==> config.mk <==
export PLATFORM = sky130hd
export DESIGN_NAME = uart_rx_os_flat
export DESIGN_NICKNAME = d
export VERILOG_FILES = /design/src/rtl/uart_pkg.sv /design/src/rtl/uart_rx_os_if.sv /design/src/rtl/uart_baud_tick.sv /design/src/rtl/uart_rx_os.sv /design/src/flat_wrapper.sv
export SDC_FILE = /design/constraint.sdc
export NUM_CORES = 1
export LEC_CHECK = 0
export ABC_AREA = 1
export ABC_CLOCK_PERIOD_IN_PS = 3100
export BUFFER_PORTS_ARGS = -buffer_cell sky130_fd_sc_hd__buf_4
export CELL_PAD_IN_SITES_DETAIL_PLACEMENT = 1
export CELL_PAD_IN_SITES_GLOBAL_PLACEMENT = 1
export CORE_MARGIN = 2
export CORE_UTILIZATION = 30
export CTS_BUF_LIST = sky130_fd_sc_hd__clkbuf_4 sky130_fd_sc_hd__clkbuf_8
export DETAILED_ROUTE_END_ITERATION = 12
export PLACE_DENSITY = 0.56
export SLEW_MARGIN = 20
export SYNTH_ARGS = -nofsm -noshare
export SYNTH_HDL_FRONTEND = slang
export SYNTH_HIERARCHICAL = 1
export SYNTH_SLANG_ARGS = --single-unit
export TNS_END_PERCENT = 5
==> constraint.sdc <==
create_clock -name i_clk -period 3.1 [get_ports i_clk]
set_clock_uncertainty 0.05 [all_clocks]
set_input_delay 0.62 -clock i_clk [delete_from_list [all_inputs] [get_ports i_clk]]
set_output_delay 0.62 -clock i_clk [all_outputs]
set_load 0.01 [all_outputs]
==> src/rtl/uart_pkg.sv <==
// Shared UART definitions: parity encodings, receiver FSM states
// and the oversampling clock divider, also used by the TX side.
package uart_pkg;

   localparam int PAR_NONE = 0;
   localparam int PAR_EVEN = 1;
   localparam int PAR_ODD  = 2;

   typedef enum logic [2:0] {
      S_IDLE,
      S_START,
      S_DATA,
      S_PARITY,
      S_STOP
   } state_t;

   // Clocks per oversample tick, truncated.
   function automatic int unsigned baud_div(
      input int unsigned clk_freq,
      input int unsigned baud,
      input int unsigned os
   );
      return clk_freq / (baud * os);
   endfunction

endpackage

==> src/rtl/uart_rx_os_if.sv <==
// Receiver output stream: word, error flags, valid/ready, overrun.
// master = receiver (drives data/flags/valid), slave = consumer (drives ready).
interface uart_rx_os_if #(
   parameter int DATA_BITS = 8
);
   logic [DATA_BITS-1:0] o_data;
   logic                 o_valid;
   logic                 i_ready;
   logic                 o_parity_err;
   logic                 o_frame_err;
   logic                 o_overrun;

   modport master (
      output o_data, o_valid, o_parity_err,
      output o_frame_err, o_overrun,
      input  i_ready
   );

   modport slave (
      input  o_data, o_valid, o_parity_err,
      input  o_frame_err, o_overrun,
      output i_ready
   );
endinterface

==> src/rtl/uart_baud_tick.sv <==
// Oversample tick generator: one-cycle tick every DIV clocks.
// Ports: i_clk, i_reset_n, restart (zero the count), tick (out).
module uart_baud_tick
   import uart_pkg::*;
#(
   parameter int unsigned CLK_FREQ   = 25000000,
   parameter int unsigned BAUD_RATE  = 115200,
   parameter int unsigned OVERSAMPLE = 16
) (
   input  logic i_clk,
   input  logic i_reset_n,
   input  logic restart,
   output logic tick
);
   localparam int unsigned DIV =
      baud_div(CLK_FREQ, BAUD_RATE, OVERSAMPLE);
   localparam int CW = (DIV < 2) ? 1 : $clog2(DIV);

   if (DIV < 2) begin : g_bad_div
      $error("uart_baud_tick: DIV below 2");
   end

   logic [CW-1:0] cnt;

   assign tick = (cnt == CW'(DIV - 1));

   always_ff @(posedge i_clk or negedge i_reset_n) begin
      if (!i_reset_n) begin
         cnt <= '0;
      end else if (restart || tick) begin
         cnt <= '0;
      end else begin
         cnt <= cnt + CW'(1);
      end
   end

endmodule

==> src/rtl/uart_rx_os.sv <==
// Oversampling UART receiver with majority vote and registered output.
// Ports: i_clk, i_reset_n, i_serial (raw line), rx (stream master).
module uart_rx_os
   import uart_pkg::*;
#(
   parameter int unsigned CLK_FREQ   = 25000000,
   parameter int unsigned BAUD_RATE  = 115200,
   parameter int          DATA_BITS  = 8,
   parameter int          PARITY     = 0,
   parameter int          STOP_BITS  = 1,
   parameter int unsigned OVERSAMPLE = 16
) (
   input  logic         i_clk,
   input  logic         i_reset_n,
   input  logic         i_serial,
   uart_rx_os_if.master rx
);
   localparam int SW = $clog2(OVERSAMPLE);
   localparam int BW = $clog2(DATA_BITS + 1);
   localparam logic [SW-1:0] T_A   = SW'(OVERSAMPLE / 2 - 1);
   localparam logic [SW-1:0] T_B   = SW'(OVERSAMPLE / 2);
   localparam logic [SW-1:0] T_C   = SW'(OVERSAMPLE / 2 + 1);
   localparam logic [SW-1:0] T_END = SW'(OVERSAMPLE - 1);

   if (DATA_BITS < 5 || DATA_BITS > 9 ||
       STOP_BITS < 1 || STOP_BITS > 2 ||
       (OVERSAMPLE != 8 && OVERSAMPLE != 16) ||
       PARITY < 0 || PARITY > 2) begin : g_bad_cfg
      $error("uart_rx_os: illegal configuration");
   end

   state_t               state, nstate;
   logic                 sync1, line;
   logic [1:0]           primed;
   logic                 armed;
   logic                 tick, restart;
   logic [SW-1:0]        samp;
   logic [BW-1:0]        bit_cnt;
   logic                 v0, v1, maj;
   logic [DATA_BITS-1:0] shreg;
   logic                 par_acc, fe_acc, stop_cnt;
   logic                 decide, bit_end, last_stop;
   logic                 take_bit, take_par, take_stop;
   logic                 done, par_bad, accept;

   uart_baud_tick #(
      .CLK_FREQ  (CLK_FREQ),
      .BAUD_RATE (BAUD_RATE),
      .OVERSAMPLE(OVERSAMPLE)
   ) u_tick (
      .i_clk    (i_clk),
      .i_reset_n(i_reset_n),
      .restart  (restart),
      .tick     (tick)
   );

   assign decide    = tick && (samp == T_C);
   assign bit_end   = tick && (samp == T_END);
   assign maj       = (v0 & v1) | (v0 & line) | (v1 & line);
   assign last_stop = (stop_cnt == 1'(STOP_BITS - 1));
   assign accept    = rx.o_valid && rx.i_ready;

   // primed keeps the reset value of the synchroniser from arming
   // the start detector before the real line level has arrived.
   always_ff @(posedge i_clk or negedge i_reset_n) begin
      if (!i_reset_n) begin
         sync1  <= 1'b1;
         line   <= 1'b1;
         primed <= 2'b00;
         armed  <= 1'b0;
      end else begin
         sync1  <= i_serial;
         line   <= sync1;
         primed <= {primed[0], 1'b1};
         armed  <= (state == S_IDLE) && primed[1] && line;
      end
   end

   always_ff @(posedge i_clk or negedge i_reset_n) begin
      if (!i_reset_n) begin
         state <= S_IDLE;
      end else begin
         state <= nstate;
      end
   end

   always_comb begin
      nstate = state;
      unique case (state)
         S_IDLE:
            if (restart) nstate = S_START;
         S_START:
            if (decide && maj) nstate = S_IDLE;
            else if (bit_end)  nstate = S_DATA;
         S_DATA:
            if (bit_end && bit_cnt == BW'(DATA_BITS))
               nstate = (PARITY != PAR_NONE) ? S_PARITY : S_STOP;
         S_PARITY:
            if (bit_end) nstate = S_STOP;
         S_STOP:
            if (done) nstate = S_IDLE;
         default:
            nstate = S_IDLE;
      endcase
   end

   always_comb begin
      restart   = 1'b0;
      take_bit  = 1'b0;
      take_par  = 1'b0;
      take_stop = 1'b0;
      done      = 1'b0;
      unique case (state)
         S_IDLE:   restart  = armed && !line;
         S_DATA:   take_bit = decide;
         S_PARITY: take_par = decide;
         S_STOP: begin
            take_stop = decide;
            done      = decide && last_stop;
         end
         default: ;
      endcase
      par_bad = 1'b0;
      if (PARITY == PAR_EVEN)     par_bad = par_acc;
      else if (PARITY == PAR_ODD) par_bad = ~par_acc;
   end

   always_ff @(posedge i_clk or negedge i_reset_n) begin
      if (!i_reset_n) begin
         samp     <= '0;
         bit_cnt  <= '0;
         v0       <= 1'b1;
         v1       <= 1'b1;
         shreg    <= '0;
         par_acc  <= 1'b0;
         fe_acc   <= 1'b0;
         stop_cnt <= 1'b0;
      end else begin
         if (tick) samp <= (samp == T_END) ? '0 : samp + SW'(1);
         if (tick && samp == T_A) v0 <= line;
         if (tick && samp == T_B) v1 <= line;
         if (take_bit) begin
            shreg   <= {maj, shreg[DATA_BITS-1:1]};
            bit_cnt <= bit_cnt + BW'(1);
            par_acc <= par_acc ^ maj;
         end
         if (take_par) par_acc <= par_acc ^ maj;
         if (take_stop && !maj) fe_acc <= 1'b1;
         if (state == S_STOP && bit_end) stop_cnt <= 1'b1;
         if (restart) begin
            samp     <= '0;
            bit_cnt  <= '0;
            par_acc  <= 1'b0;
            fe_acc   <= 1'b0;
            stop_cnt <= 1'b0;
         end
      end
   end

   // A frame that completes while the old word is still pending
   // and not being taken this cycle is dropped and flagged.
   always_ff @(posedge i_clk or negedge i_reset_n) begin
      if (!i_reset_n) begin
         rx.o_data       <= '0;
         rx.o_valid      <= 1'b0;
         rx.o_parity_err <= 1'b0;
         rx.o_frame_err  <= 1'b0;
         rx.o_overrun    <= 1'b0;
      end else begin
         if (accept) rx.o_overrun <= 1'b0;
         if (done && (!rx.o_valid || accept)) begin
            rx.o_data       <= shreg;
            rx.o_parity_err <= par_bad;
            rx.o_frame_err  <= fe_acc | ~maj;
            rx.o_valid      <= 1'b1;
         end else if (done) begin
            rx.o_overrun <= 1'b1;
         end else if (accept) begin
            rx.o_valid <= 1'b0;
         end
      end
   end

endmodule

==> src/flat_wrapper.sv <==
// flat-port wrapper written by rule: the top's interface ports become plain ports
module uart_rx_os_flat import uart_pkg::*;
#(
   parameter int unsigned CLK_FREQ   = 25000000,
   parameter int unsigned BAUD_RATE  = 115200,
   parameter int          DATA_BITS  = 8,
   parameter int          PARITY     = 0,
   parameter int          STOP_BITS  = 1,
   parameter int unsigned OVERSAMPLE = 16
)
  (i_clk, i_reset_n, i_serial, rx_o_data, rx_o_valid, rx_o_parity_err, rx_o_frame_err, rx_o_overrun, rx_i_ready);
  uart_rx_os_if #(.DATA_BITS(DATA_BITS)) rx_i ();
  input  logic i_clk;
  input  logic i_reset_n;
  input  logic i_serial;
  output wire logic [$bits(rx_i.o_data)-1:0] rx_o_data;
  output wire logic [$bits(rx_i.o_valid)-1:0] rx_o_valid;
  output wire logic [$bits(rx_i.o_parity_err)-1:0] rx_o_parity_err;
  output wire logic [$bits(rx_i.o_frame_err)-1:0] rx_o_frame_err;
  output wire logic [$bits(rx_i.o_overrun)-1:0] rx_o_overrun;
  input wire logic [$bits(rx_i.i_ready)-1:0] rx_i_ready;
  assign rx_o_data = rx_i.o_data;
  assign rx_o_valid = rx_i.o_valid;
  assign rx_o_parity_err = rx_i.o_parity_err;
  assign rx_o_frame_err = rx_i.o_frame_err;
  assign rx_o_overrun = rx_i.o_overrun;
  assign rx_i.i_ready = rx_i_ready;
  uart_rx_os #(.CLK_FREQ(CLK_FREQ), .BAUD_RATE(BAUD_RATE), .DATA_BITS(DATA_BITS), .PARITY(PARITY), .STOP_BITS(STOP_BITS), .OVERSAMPLE(OVERSAMPLE)) u_core (.i_clk(i_clk), .i_reset_n(i_reset_n), .i_serial(i_serial), .rx(rx_i));
endmodule
Yosys cells after proc, flatten, opt, wreduce, memory -nomap -nowiden
Index checks and enable logic that the tools add are counted.
{ "word_totals": {"elab_cells": 98, "out_inout_bits": 12, "ff_bits": 43} }
{ "classes": {"add_sub_neg": 3, "n_reduce_logical": 27, "n_mux": 27, "eq_ne": 16, "n_bitwise": 8} }
{ "op_table": {"columns": ["cell", "count"], "rows": [
  ["two-way mux 4 bit", 6],
  ["equality test 4 bit, second input constant", 5],
  ["two-way mux 3 bit", 6],
  ["case mux 3 bit (5 select lines)", 1],
  ["logical AND 1 bit", 14],
  ["two-way mux 1 bit", 14],
  ["adder 4 x 1 -> 4 bit, second input constant", 3],
  ["nonzero test 2 bit", 5],
  ["equality test 3 x 2 -> 1 bit, second input constant", 2],
  ["inequality test 2 x 1 -> 1 bit, second input constant", 3],
  ["AND reduction 5 bit", 1],
  ["equality test 4 x 3 -> 1 bit, second input constant", 1],
  ["inequality test 2 bit, second input constant", 2],
  ["bitwise AND 1 bit", 3],
  ["equality test 3 x 1 -> 1 bit, second input constant", 1],
  ["equality test 3 bit, second input constant", 1],
  ["zero test 1 bit", 3],
  ["zero test 3 bit", 1],
  ["inequality test 3 x 1 -> 1 bit, second input constant", 1],
  ["bitwise OR 1 bit", 3],
  ["logical OR 1 bit", 2],
  ["inverter 1 bit", 2],
  ["AND reduction 2 bit", 1]
]} }

Logic depth before layout (Yosys ltp)
Gate-level depths: netlist (run 1).
{ "logic_depth": {"depth_word": 7, "ltp_mapped": 13, "ltp_nobuf": 13} }

Modules after synthesis
Netlist (run 1), hierarchy kept.
{ "modules_own_cells": {"columns": ["module", "instances", "cells_each", "area_each_um2", "seq_area_each_um2"], "rows": [
  ["uart_rx_os", 1, 194, 1786.7, 980.9],
  ["uart_baud_tick", 1, 23, 203.9, 100.1]
]} }

Worst setup path after synthesis (run 1)
OpenSTA, ideal clock, no wires.
{ "synth_path": {"path_kind": "reg-to-reg", "startpoint": "reg u_core.u_tick.cnt[0]", "endpoint": "reg u_core.rx.o_data[0]", "stages_incl_launch_ff": 11, "required_ns": 2.932, "period_less_slack_ns": 1.677, "setup_slack_ns": 1.423, "t_arrival_ns": 1.510, "path_cell_list": "dfrtp_1 inv_1 ha_1 nand3_1 inv_1 nand4_4 nor2_4 nand3_4 buf_6 nand2_1 o21ai_2"} }
{ "synth_via": {"elab_chain_cells": 5} }
{ "synth_rtl": {"columns": ["element", "line", "rtl"], "rows": [
  ["from (decl)", "uart_baud_tick.sv:23", "logic [CW-1:0] cnt;"],
  ["from (signal assigned)", "uart_baud_tick.sv:33", "cnt <= cnt + CW'(1);"],
  ["equality test 4 bit", "uart_baud_tick.sv:25", "assign tick = (cnt == CW'(DIV - 1));"],
  ["via u_core.tick", "uart_rx_os.sv:36", "logic tick, restart;"],
  ["logical AND 1 bit", "uart_rx_os.sv:57", "assign decide = tick && (samp == T_C);"],
  ["logical AND 1 bit", "uart_rx_os.sv:119", "done = decide && last_stop;"],
  ["two-way mux 1 bit", "uart_rx_os.sv:113", "unique case (state)"],
  ["logical AND 1 bit", "uart_rx_os.sv:171", "if (done && (!rx.o_valid || accept)) begin"],
  ["to (signal assigned)", "uart_rx_os.sv:172", "rx.o_data <= shreg;"],
  ["to (decl)", "uart_rx_os_if.sv:14", "output o_data, o_valid, o_parity_err,"]
]} }
The timed path passes the listed nets, and every way through them passes these cells.
A chain may end at the register's enable or synchronous reset.

Worst setup path in the final report (run 1)
{ "layout_path": {"startpoint": "reg u_core.u_tick.cnt[0]", "endpoint": "reg u_core.bit_cnt[3]"} }
{ "layout_via": {"elab_chain_cells": 4} }
{ "layout_rtl": {"columns": ["element", "line", "rtl"], "rows": [
  ["equality test 4 bit", "uart_baud_tick.sv:25", null],
  ["via u_core.tick", "uart_rx_os.sv:36", null],
  ["logical AND 1 bit", "uart_rx_os.sv:57", null],
  ["two-way mux 1 bit", "uart_rx_os.sv:113", null],
  ["nonzero test 2 bit (no source line)", null, null],
  ["to (signal assigned)", "uart_rx_os.sv:144", "bit_cnt <= bit_cnt + BW'(1);"],
  ["to (decl)", "uart_rx_os.sv:38", "logic [BW-1:0] bit_cnt;"]
]} }
The timed path passes the listed nets, and every way through them passes these cells.

==> impl_summary.log, run 1 <==
[metrics] result of the run: complete, no violations
[metrics] routed vias: 1,426
[metrics] cts bufs inserted: 5
[metrics] count of placed standard cells in the final layout, fillers left out: 313
[metrics] maximum capacitance violations: 0
[metrics] length of routed met2 wiring: 1925 um
[metrics] TritonCTS clock tree: yes
[metrics] HPWL after DPL: 2901 um
[metrics] uppermost signal routing layer after detailed routing: met4
[metrics] Top Ports: 16
[metrics] number of buffers added on ports: 14
[metrics] number of global-route vias before repair: 1,546
[metrics] hold buffer count at CTS: 0
[metrics] area used by multi-input combinational logic: 743.2 um^2
[metrics] fillcell total: 749
[metrics] violation count after the first detailed-routing iteration: 49
[metrics] initial antenna violation count: 0
[metrics] count of yosys warnings during synthesis: 6
[metrics] worst-skew pair later-pin latency: 0.29 ns
[metrics] total global routing overflow: 0
[metrics] pins over their slew limit: 0
[metrics] first-pass GRT wire length: 7079 um
[metrics] overall global routing resource usage: 12.28%
[metrics] width of the die: 85.46 um
[metrics] maximum clock path buffer count: 2
[metrics] start point of the critical path: u_core/u_tick/cnt[0]
[metrics] effective utilization at floorplan: 31.17%
[metrics] multiplexer area fraction after synthesis: 0%
[metrics] largest fanout of any net on the critical path: 11
[metrics] via-per-instance ratio: 4.556
[metrics] leakage power: 1.102 nW
[metrics] Synth Area in Compound Gates: 10.31%
[metrics] Sum Neg Setup Slack: 0 ns
[metrics] Hold Violations, Final: 0
[metrics] Die Y: 85.46 um
[metrics] Floorplan Core Area: 6386 um^2
[metrics] clock tree sinks: 43
[metrics] amount of wire on met3 after detailed routing: 86 um
[metrics] R2R setup slack: 1.10 ns
[metrics] FF/Latch Area: 1081 um^2
[metrics] Mapped Avg Cell Area: 9.174 um^2
[metrics] instance area at placement: 2165 um^2
[metrics] cell chosen for the clock root: sky130_fd_sc_hd__clkbuf_8
[metrics] pin count of the biggest net entering global routing: 44
[metrics] H-tree lvl count: 2
[metrics] antenna diode count: 0
[metrics] final cycle utilization of the critical path: 64.49%
[metrics] setup slack after placement: 1.076 ns
[metrics] number of rows in the core area: 29
[metrics] clock transition at the registers of the reported paths: 0.08 ns
[metrics] synthesis-to-layout area growth: 14.39%
[metrics] classification of the worst-slack hold path: primary input to async pin
[metrics] Setup crit end kind: register
[metrics] power per cell area: 631.0 nW/um^2
[metrics] worst-case setup margin in the final layout: 1.101 ns
[metrics] Synth Area in Simple Gates: 21.37%
[metrics] floorplan die area: 7303 um^2
[metrics] Rel. slew slack: 63.21%
[metrics] combinational family with the most area after synthesis: simple AND/OR/NAND/NOR gates
[metrics] Cell variety after synth: 30
[metrics] crit start category: register
[metrics] slew of the pin with the lowest slew margin: 0.5518 ns
[metrics] post-layout util: 35.66%
[metrics] sequential share of the synthesized area: 54.31%
[metrics] routed length per instance: 12.57 um
[metrics] peak clock frequency supported by timing: 0.5002 GHz
[metrics] TritonRoute pass-1 iters: 4
[metrics] endpoint of the most critical register-to-register path: u_core/bit_cnt[3]
[metrics] summed instance area of the synthesized netlist: 1991 um^2
[metrics] dpl cells: 305
[metrics] number of nets with antenna violations after detailed routing: 0
[metrics] synthesis-stage register bit count: 43
[metrics] post-synthesis instance total: 217
[metrics] routed wire length: 3935 um
[metrics] category of the critical setup timing path: register to register
[metrics] Resized cells post-CTS: 0
[metrics] arrival time at the worst endpoint: 2.13 ns
[metrics] total nets after synthesis: 228
[metrics] worst IR drop on VDD: 0.2337 mV
[metrics] setup repair after global routing missed its margin: false
[metrics] buffer count from post-CTS setup fixing: 0
[metrics] final critical-path required period: 1.999 ns
[metrics] xor-xnor portion of the synthesized cell area: 0.8799%
[metrics] total number of nets in the final design: 246
[metrics] share of final-layout standard cells stronger than drive strength 1: 18.22%
[metrics] number of cells on the worst reg-to-reg path: 9
[metrics] Data required, critical path: 3.23 ns
[metrics] post-detailed-route DRC marker count: 0
[metrics] Placer Congestion: 0.7567
[metrics] timing endpoint of the critical path: u_core/bit_cnt[3]
[metrics] post-layout instance area: 2277 um^2
[metrics] area share of fa/ha/maj cells after synthesis: 4.400%
[metrics] critical register-to-register path startpoint: u_core/u_tick/cnt[0]
[metrics] Routed met1 length: 1864 um
[metrics] setup violators final: 0
[how the worst min path moves through the flow]
stage	endpoint	slack (ns)	from
floorplan	u_core/armed	0.27	i_reset_n
global placement	u_core/primed[1]	0.28	u_core/primed[0]
detailed placement	u_core/primed[1]	0.29	u_core/primed[0]
CTS	u_core/primed[0]	0.28	i_reset_n
global route	u_core/primed[0]	0.30	i_reset_n
finish	u_core/primed[0]	0.26	i_reset_n
[cells in the final DEF, fill, tap and decap left out]
master	synthesis	layout
sky130_fd_sc_hd__o21ai_1	4	4
sky130_fd_sc_hd__dfrtp_1	39	39
sky130_fd_sc_hd__nor3_1	4	4
sky130_fd_sc_hd__inv_2	1	1
sky130_fd_sc_hd__o21ai_2	5	5
sky130_fd_sc_hd__nand2_1	50	50
sky130_fd_sc_hd__nand3_4	1	1
sky130_fd_sc_hd__nor2_4	2	2
sky130_fd_sc_hd__nand3_1	11	11
sky130_fd_sc_hd__nand4_1	2	2
sky130_fd_sc_hd__nand4_2	1	1
sky130_fd_sc_hd__nand4_4	1	1
sky130_fd_sc_hd__conb_1	2	2
sky130_fd_sc_hd__xor2_1	1	1
sky130_fd_sc_hd__clkinv_2	0	1
sky130_fd_sc_hd__clkbuf_8	0	5
sky130_fd_sc_hd__a21oi_1	5	5
sky130_fd_sc_hd__clkinv_4	0	1
sky130_fd_sc_hd__a31oi_1	2	2
sky130_fd_sc_hd__nand2_2	1	1
sky130_fd_sc_hd__dfstp_2	4	4
sky130_fd_sc_hd__ha_1	7	7
sky130_fd_sc_hd__o22ai_1	1	1
sky130_fd_sc_hd__inv_1	34	34
sky130_fd_sc_hd__o21ai_0	18	18
sky130_fd_sc_hd__o211ai_1	1	1
sky130_fd_sc_hd__buf_4	1	15
sky130_fd_sc_hd__nor2_2	3	3
sky130_fd_sc_hd__nand3_2	1	1
sky130_fd_sc_hd__xnor2_1	1	1
sky130_fd_sc_hd__nor2_1	11	11
sky130_fd_sc_hd__bufinv_16	0	1
[registers in the layout, summed over array words and instances, names as in the netlist]
name / cells
u_core/armed: 1
u_core/bit_cnt: 4
u_core/fe_acc: 1
u_core/line: 1
u_core/primed: 2
u_core/rx.o_data: 8
u_core/rx.o_frame_err: 1
u_core/rx.o_overrun: 1
u_core/rx.o_valid: 1
u_core/samp: 4
u_core/shreg: 8
u_core/state: 3
u_core/stop_cnt: 1
u_core/sync1: 1
u_core/u_tick/cnt: 4
u_core/v0: 1
u_core/v1: 1
[report_power, final]
part / switching, mW / internal, mW / total (mW)
registers: 0.0669 / 0.626 / 0.693
clock network: 0.194 / 0.240 / 0.434
logic: 0.201 / 0.109 / 0.310
total: 0.462 / 0.975 / 1.44
[worst max-delay path, stage by stage (launching register included)]
cell and delay [ns]:
sky130_fd_sc_hd__dfrtp_1 0.42, sky130_fd_sc_hd__inv_1 0.07, sky130_fd_sc_hd__ha_1 0.14, sky130_fd_sc_hd__nand3_1 0.09
sky130_fd_sc_hd__inv_1 0.22, sky130_fd_sc_hd__nand4_4 0.16, sky130_fd_sc_hd__nor2_2 0.35, sky130_fd_sc_hd__nand4_2 0.14
sky130_fd_sc_hd__o21ai_0 0.18, sky130_fd_sc_hd__nor2_1 0.06
[cells by family after synthesis]
family / count (synthesis)
other: 2
flip-flops: 43
adder cells (fa/ha/maj): 7
buffers and inverters: 39
AND/OR/NAND/NOR: 88
XOR/XNOR: 2
AO/OA/AOI/OAI: 36
[synthesized netlist by cell type]
| cell type | instances | share of area [%] |
|---|---|---|
| sky130_fd_sc_hd__ha_1 | 7 | 4.4 |
| sky130_fd_sc_hd__o22ai_1 | 1 | 0.31 |
| sky130_fd_sc_hd__nand4_4 | 1 | 1.1 |
| sky130_fd_sc_hd__buf_6 | 2 | 1.1 |
| sky130_fd_sc_hd__xnor2_1 | 1 | 0.44 |
| sky130_fd_sc_hd__nand4_1 | 2 | 0.63 |
| sky130_fd_sc_hd__o21ai_2 | 5 | 2.2 |
| sky130_fd_sc_hd__nand2_1 | 50 | 9.4 |
| sky130_fd_sc_hd__nand3_1 | 11 | 2.8 |
| sky130_fd_sc_hd__o211ai_1 | 1 | 0.38 |
| sky130_fd_sc_hd__nor2_1 | 11 | 2.1 |
| sky130_fd_sc_hd__a31oi_1 | 2 | 0.63 |
| sky130_fd_sc_hd__buf_4 | 1 | 0.38 |
| sky130_fd_sc_hd__inv_1 | 34 | 6.4 |
| sky130_fd_sc_hd__conb_1 | 2 | 0.38 |
| sky130_fd_sc_hd__buf_2 | 1 | 0.25 |
| sky130_fd_sc_hd__nor2_4 | 2 | 1.1 |
| sky130_fd_sc_hd__nand3_4 | 1 | 0.88 |
| sky130_fd_sc_hd__dfstp_2 | 4 | 5.3 |
| sky130_fd_sc_hd__a21oi_1 | 5 | 1.3 |
| sky130_fd_sc_hd__inv_2 | 1 | 0.19 |
| sky130_fd_sc_hd__nor2_2 | 3 | 0.94 |
| sky130_fd_sc_hd__xor2_1 | 1 | 0.44 |
| sky130_fd_sc_hd__nand4_2 | 1 | 0.63 |
| sky130_fd_sc_hd__nand3_2 | 1 | 0.50 |
| sky130_fd_sc_hd__nand2_2 | 1 | 0.31 |
| sky130_fd_sc_hd__o21ai_1 | 4 | 1.0 |
| sky130_fd_sc_hd__nor3_1 | 4 | 1.0 |
| sky130_fd_sc_hd__o21ai_0 | 18 | 4.5 |
| sky130_fd_sc_hd__dfrtp_1 | 39 | 49 |
[routing by layer]
layer,vias to the layer above,global-route usage [%]
li1,716,-
met2,12,20.81
met5,-,0
met4,0,4.329
met1,692,15.46
met3,6,2.626
[metrics by stage]
step	total power [mW]	hold slack (ns)
floorplan	0.9289	0.2744
global placement	1.009	0.2817
detailed placement	1.026	0.2895
CTS	1.472	0.2824
global route	1.555	0.2987
finish	1.437	0.2574
[area by class of cell]
| type | count | share of cell area [%] |
|---|---|---|
| sequential | 43 | 47.47 |
| clock buffer | 5 | 3.022 |
| timing repair buffer | 15 | 4.945 |
| clock inverter | 3 | 1.923 |
| inverter | 35 | 5.769 |
| tap | 77 | 4.231 |
| multi-input combinational | 135 | 32.64 |
No activity file was read; power rests on OpenSTA's default activity.
==> run 2: changes to the inputs <==
- ABC_CLOCK_PERIOD_IN_PS: 3100 -> 1900
- clock period: 3.1 -> 1.9 ns (I/O delays scaled with it)
==> run 2 against run 1 <==
Compared with the run above:
- count of clock-buffer cells in the layout increased by 1
- critical path type unchanged
- hold slack lost 0.24 ns
- register-to-register slack lost 0.99 ns
- global-route usage about the same
- non-clock buffer count rose by 8
- final cell count increased by 2.6%
- clock power up 71%
- first-iteration DRC count rose by 20%
- critical endpoint is now u_core/rx.o_data[1]
- flip-flop and latch count did not move
==> impl_summary.log, run 2 (synthesis gave the netlist of run 1 again) <==
[metrics] result of the run: complete, no violations
[metrics] Floorplan Core Area: 6386 um^2
[metrics] Setup crit end kind: register
[metrics] setup repair after global routing missed its margin: true
[metrics] width of the die: 85.46 um
[metrics] share of final-layout standard cells stronger than drive strength 1: 21.72%
[metrics] power per cell area: 1038 nW/um^2
[metrics] number of nets with antenna violations after detailed routing: 0
[metrics] Post-Route Hold Slack: 0.01490 ns
[metrics] antenna diode count: 0
[metrics] arrival time at the worst endpoint: 1.94 ns
[metrics] overall global routing resource usage: 12.27%
[metrics] maximum clock path buffer count: 2
[metrics] cts bufs inserted: 5
[metrics] setup slack after placement: 0.06182 ns
[metrics] setup violators final: 0
[metrics] post-layout util: 36.79%
[metrics] number of buffers added on ports: 14
[metrics] routed length per instance: 12.52 um
[metrics] pin count of the biggest net entering global routing: 44
[metrics] R2R setup slack: 0.11 ns
[metrics] H-tree lvl count: 2
[metrics] endpoint of the most critical register-to-register path: u_core/rx.o_data[1]
[metrics] total number of nets in the final design: 254
[metrics] Placer Congestion: 0.7388
[metrics] final cycle utilization of the critical path: 94.38%
[metrics] leakage power: 1.142 nW
[metrics] TritonRoute pass-1 iters: 4
[metrics] fraction of met2 tracks used by global routing: 19.60%
[metrics] Rel. slew slack: 63.29%
[metrics] busiest layer in global routing: met2
[metrics] count of placed standard cells in the final layout, fillers left out: 321
[metrics] Die Y: 85.46 um
[metrics] initial antenna violation count: 0
[metrics] slew of the pin with the lowest slew margin: 0.5507 ns
[metrics] maximum capacitance violations: 0
[metrics] crit start category: register
[metrics] post-detailed-route DRC marker count: 0
[metrics] critical register-to-register path startpoint: u_core/u_tick/cnt[1]
[metrics] worst IR drop on VDD: 0.5254 mV
[metrics] cell chosen for the clock root: sky130_fd_sc_hd__clkbuf_8
[metrics] worst-skew pair later-pin latency: 0.30 ns
[metrics] category of the critical setup timing path: register to register
[metrics] violation count after the first detailed-routing iteration: 59
[metrics] Hold Violations, Final: 0
[metrics] number of rows in the core area: 29
[metrics] first-pass GRT wire length: 7086 um
[metrics] clock transition at the registers of the reported paths: 0.08 ns
[metrics] pins over their slew limit: 0
[metrics] most used cells in the layout excluding fill and tap cells: sky130_fd_sc_hd__nand2_1 (50), sky130_fd_sc_hd__dfrtp_1 (39), sky130_fd_sc_hd__inv_1 (33), sky130_fd_sc_hd__buf_4 (23), sky130_fd_sc_hd__o21ai_0 (18)
[metrics] routed vias: 1,460
[metrics] Regs by FF count: u_core/rx.o_data x8, u_core/shreg x8
[metrics] Data required, critical path: 2.04 ns
[metrics] routed wire length: 4019 um
[metrics] largest fanout of any net on the critical path: 18
[metrics] TritonCTS clock tree: yes
[metrics] clock tree sinks: 43
[metrics] classification of the worst-slack hold path: primary input to async pin
[metrics] Top Ports: 16
[metrics] via-per-instance ratio: 4.548
[metrics] HPWL after DPL: 2938 um
[metrics] peak clock frequency supported by timing: 0.5576 GHz
[metrics] total global routing overflow: 0
[metrics] dpl cells: 313
[metrics] number of cells on the worst reg-to-reg path: 9
[metrics] worst-case setup margin in the final layout: 0.1067 ns
[metrics] buffer count from post-CTS setup fixing: 0
[metrics] synthesis-to-layout area growth: 18.04%
[metrics] effective utilization at floorplan: 31.17%
[metrics] floorplan die area: 7303 um^2
[metrics] leading cell type in the layout, fill and taps excluded: sky130_fd_sc_hd__nand2_1
[metrics] grt met3 use: 3.794%
[metrics] final critical-path required period: 1.793 ns
[metrics] number of global-route vias before repair: 1,548
[metrics] Global Route met1 Usage: 15.94%
run 2: changes by cell type in the layout (fill, tap and decap cells not counted), sizes merged:
cell / delta
buf: +8
clkinv: -1
clkbuf: +1
run 2: worst max-delay path: stages, from the launching register on:
cell and delay, ns:
sky130_fd_sc_hd__dfrtp_1 0.42, sky130_fd_sc_hd__inv_1 0.07, sky130_fd_sc_hd__ha_1 0.14, sky130_fd_sc_hd__nand3_1 0.12, sky130_fd_sc_hd__inv_2 0.14, sky130_fd_sc_hd__nand4_4 0.15, sky130_fd_sc_hd__nor2_4 0.16, sky130_fd_sc_hd__nand3_4 0.23
sky130_fd_sc_hd__nand2_1 0.15, sky130_fd_sc_hd__o21ai_2 0.06
run 2: per-stage QoR:
| stage | area, um^2 | power, mW | setup TNS [ns] |
|---|---|---|---|
| final | 2350 | 2.438 | 0 |
| after global routing | 2350 | 2.627 | -0.01287 |
| after CTS | 2342 | 2.500 | 0 |
| after detailed placement | 2225 | 1.731 | 0 |
| after global placement | 2225 | 1.707 | 0 |
| after floorplan | 1991 | 1.516 | 0 |
run 2: worst max path at each step:
stage,from,endpoint,slack (ns),cells past startpoint
floorplan,u_core/u_tick/cnt[0],u_core/rx.o_data[0],0.22,10
global placement,u_core/u_tick/cnt[1],u_core/state[1],0.11,13
detailed placement,u_core/u_tick/cnt[1],u_core/bit_cnt[3],0.06,9
CTS,u_core/u_tick/cnt[1],u_core/bit_cnt[3],0.03,9
global route,u_core/u_tick/cnt[1],u_core/rx.o_data[2],-0.01,9
finish,u_core/u_tick/cnt[1],u_core/rx.o_data[1],0.11,9
run 2: layout make-up:
| class | instances | area (um^2) |
|---|---|---|
| clock inverter | 2 | 35.03 |
| fill | 742 | 4036 |
| sequential | 43 | 1081 |
| inverter | 35 | 131.4 |
| multi-input combinational | 135 | 750.7 |
| tap | 77 | 96.34 |
| clock buffer | 6 | 82.58 |
| timing repair buffer | 23 | 172.7 |
run 2: repair_timing:
action,4_1_cts,5_1_grt
setup endpoints to repair,0,17
gates resized for setup,0,3
hold buffers,0,0
run 2: metal layers:
metal | up-vias | wire (um)
met1 | 706 | 1952
met4 | 0 | 44
met2 | 17 | 1882
li1 | 733 | -
met5 | - | 0
met3 | 4 | 140
run 2: where the power goes:
| part | total [mW] | internal, mW | switching [mW] |
|---|---|---|---|
| combinational | 0.567 | 0.226 | 0.340 |
| sequential | 1.13 | 1.02 | 0.106 |
| clock | 0.744 | 0.425 | 0.318 |
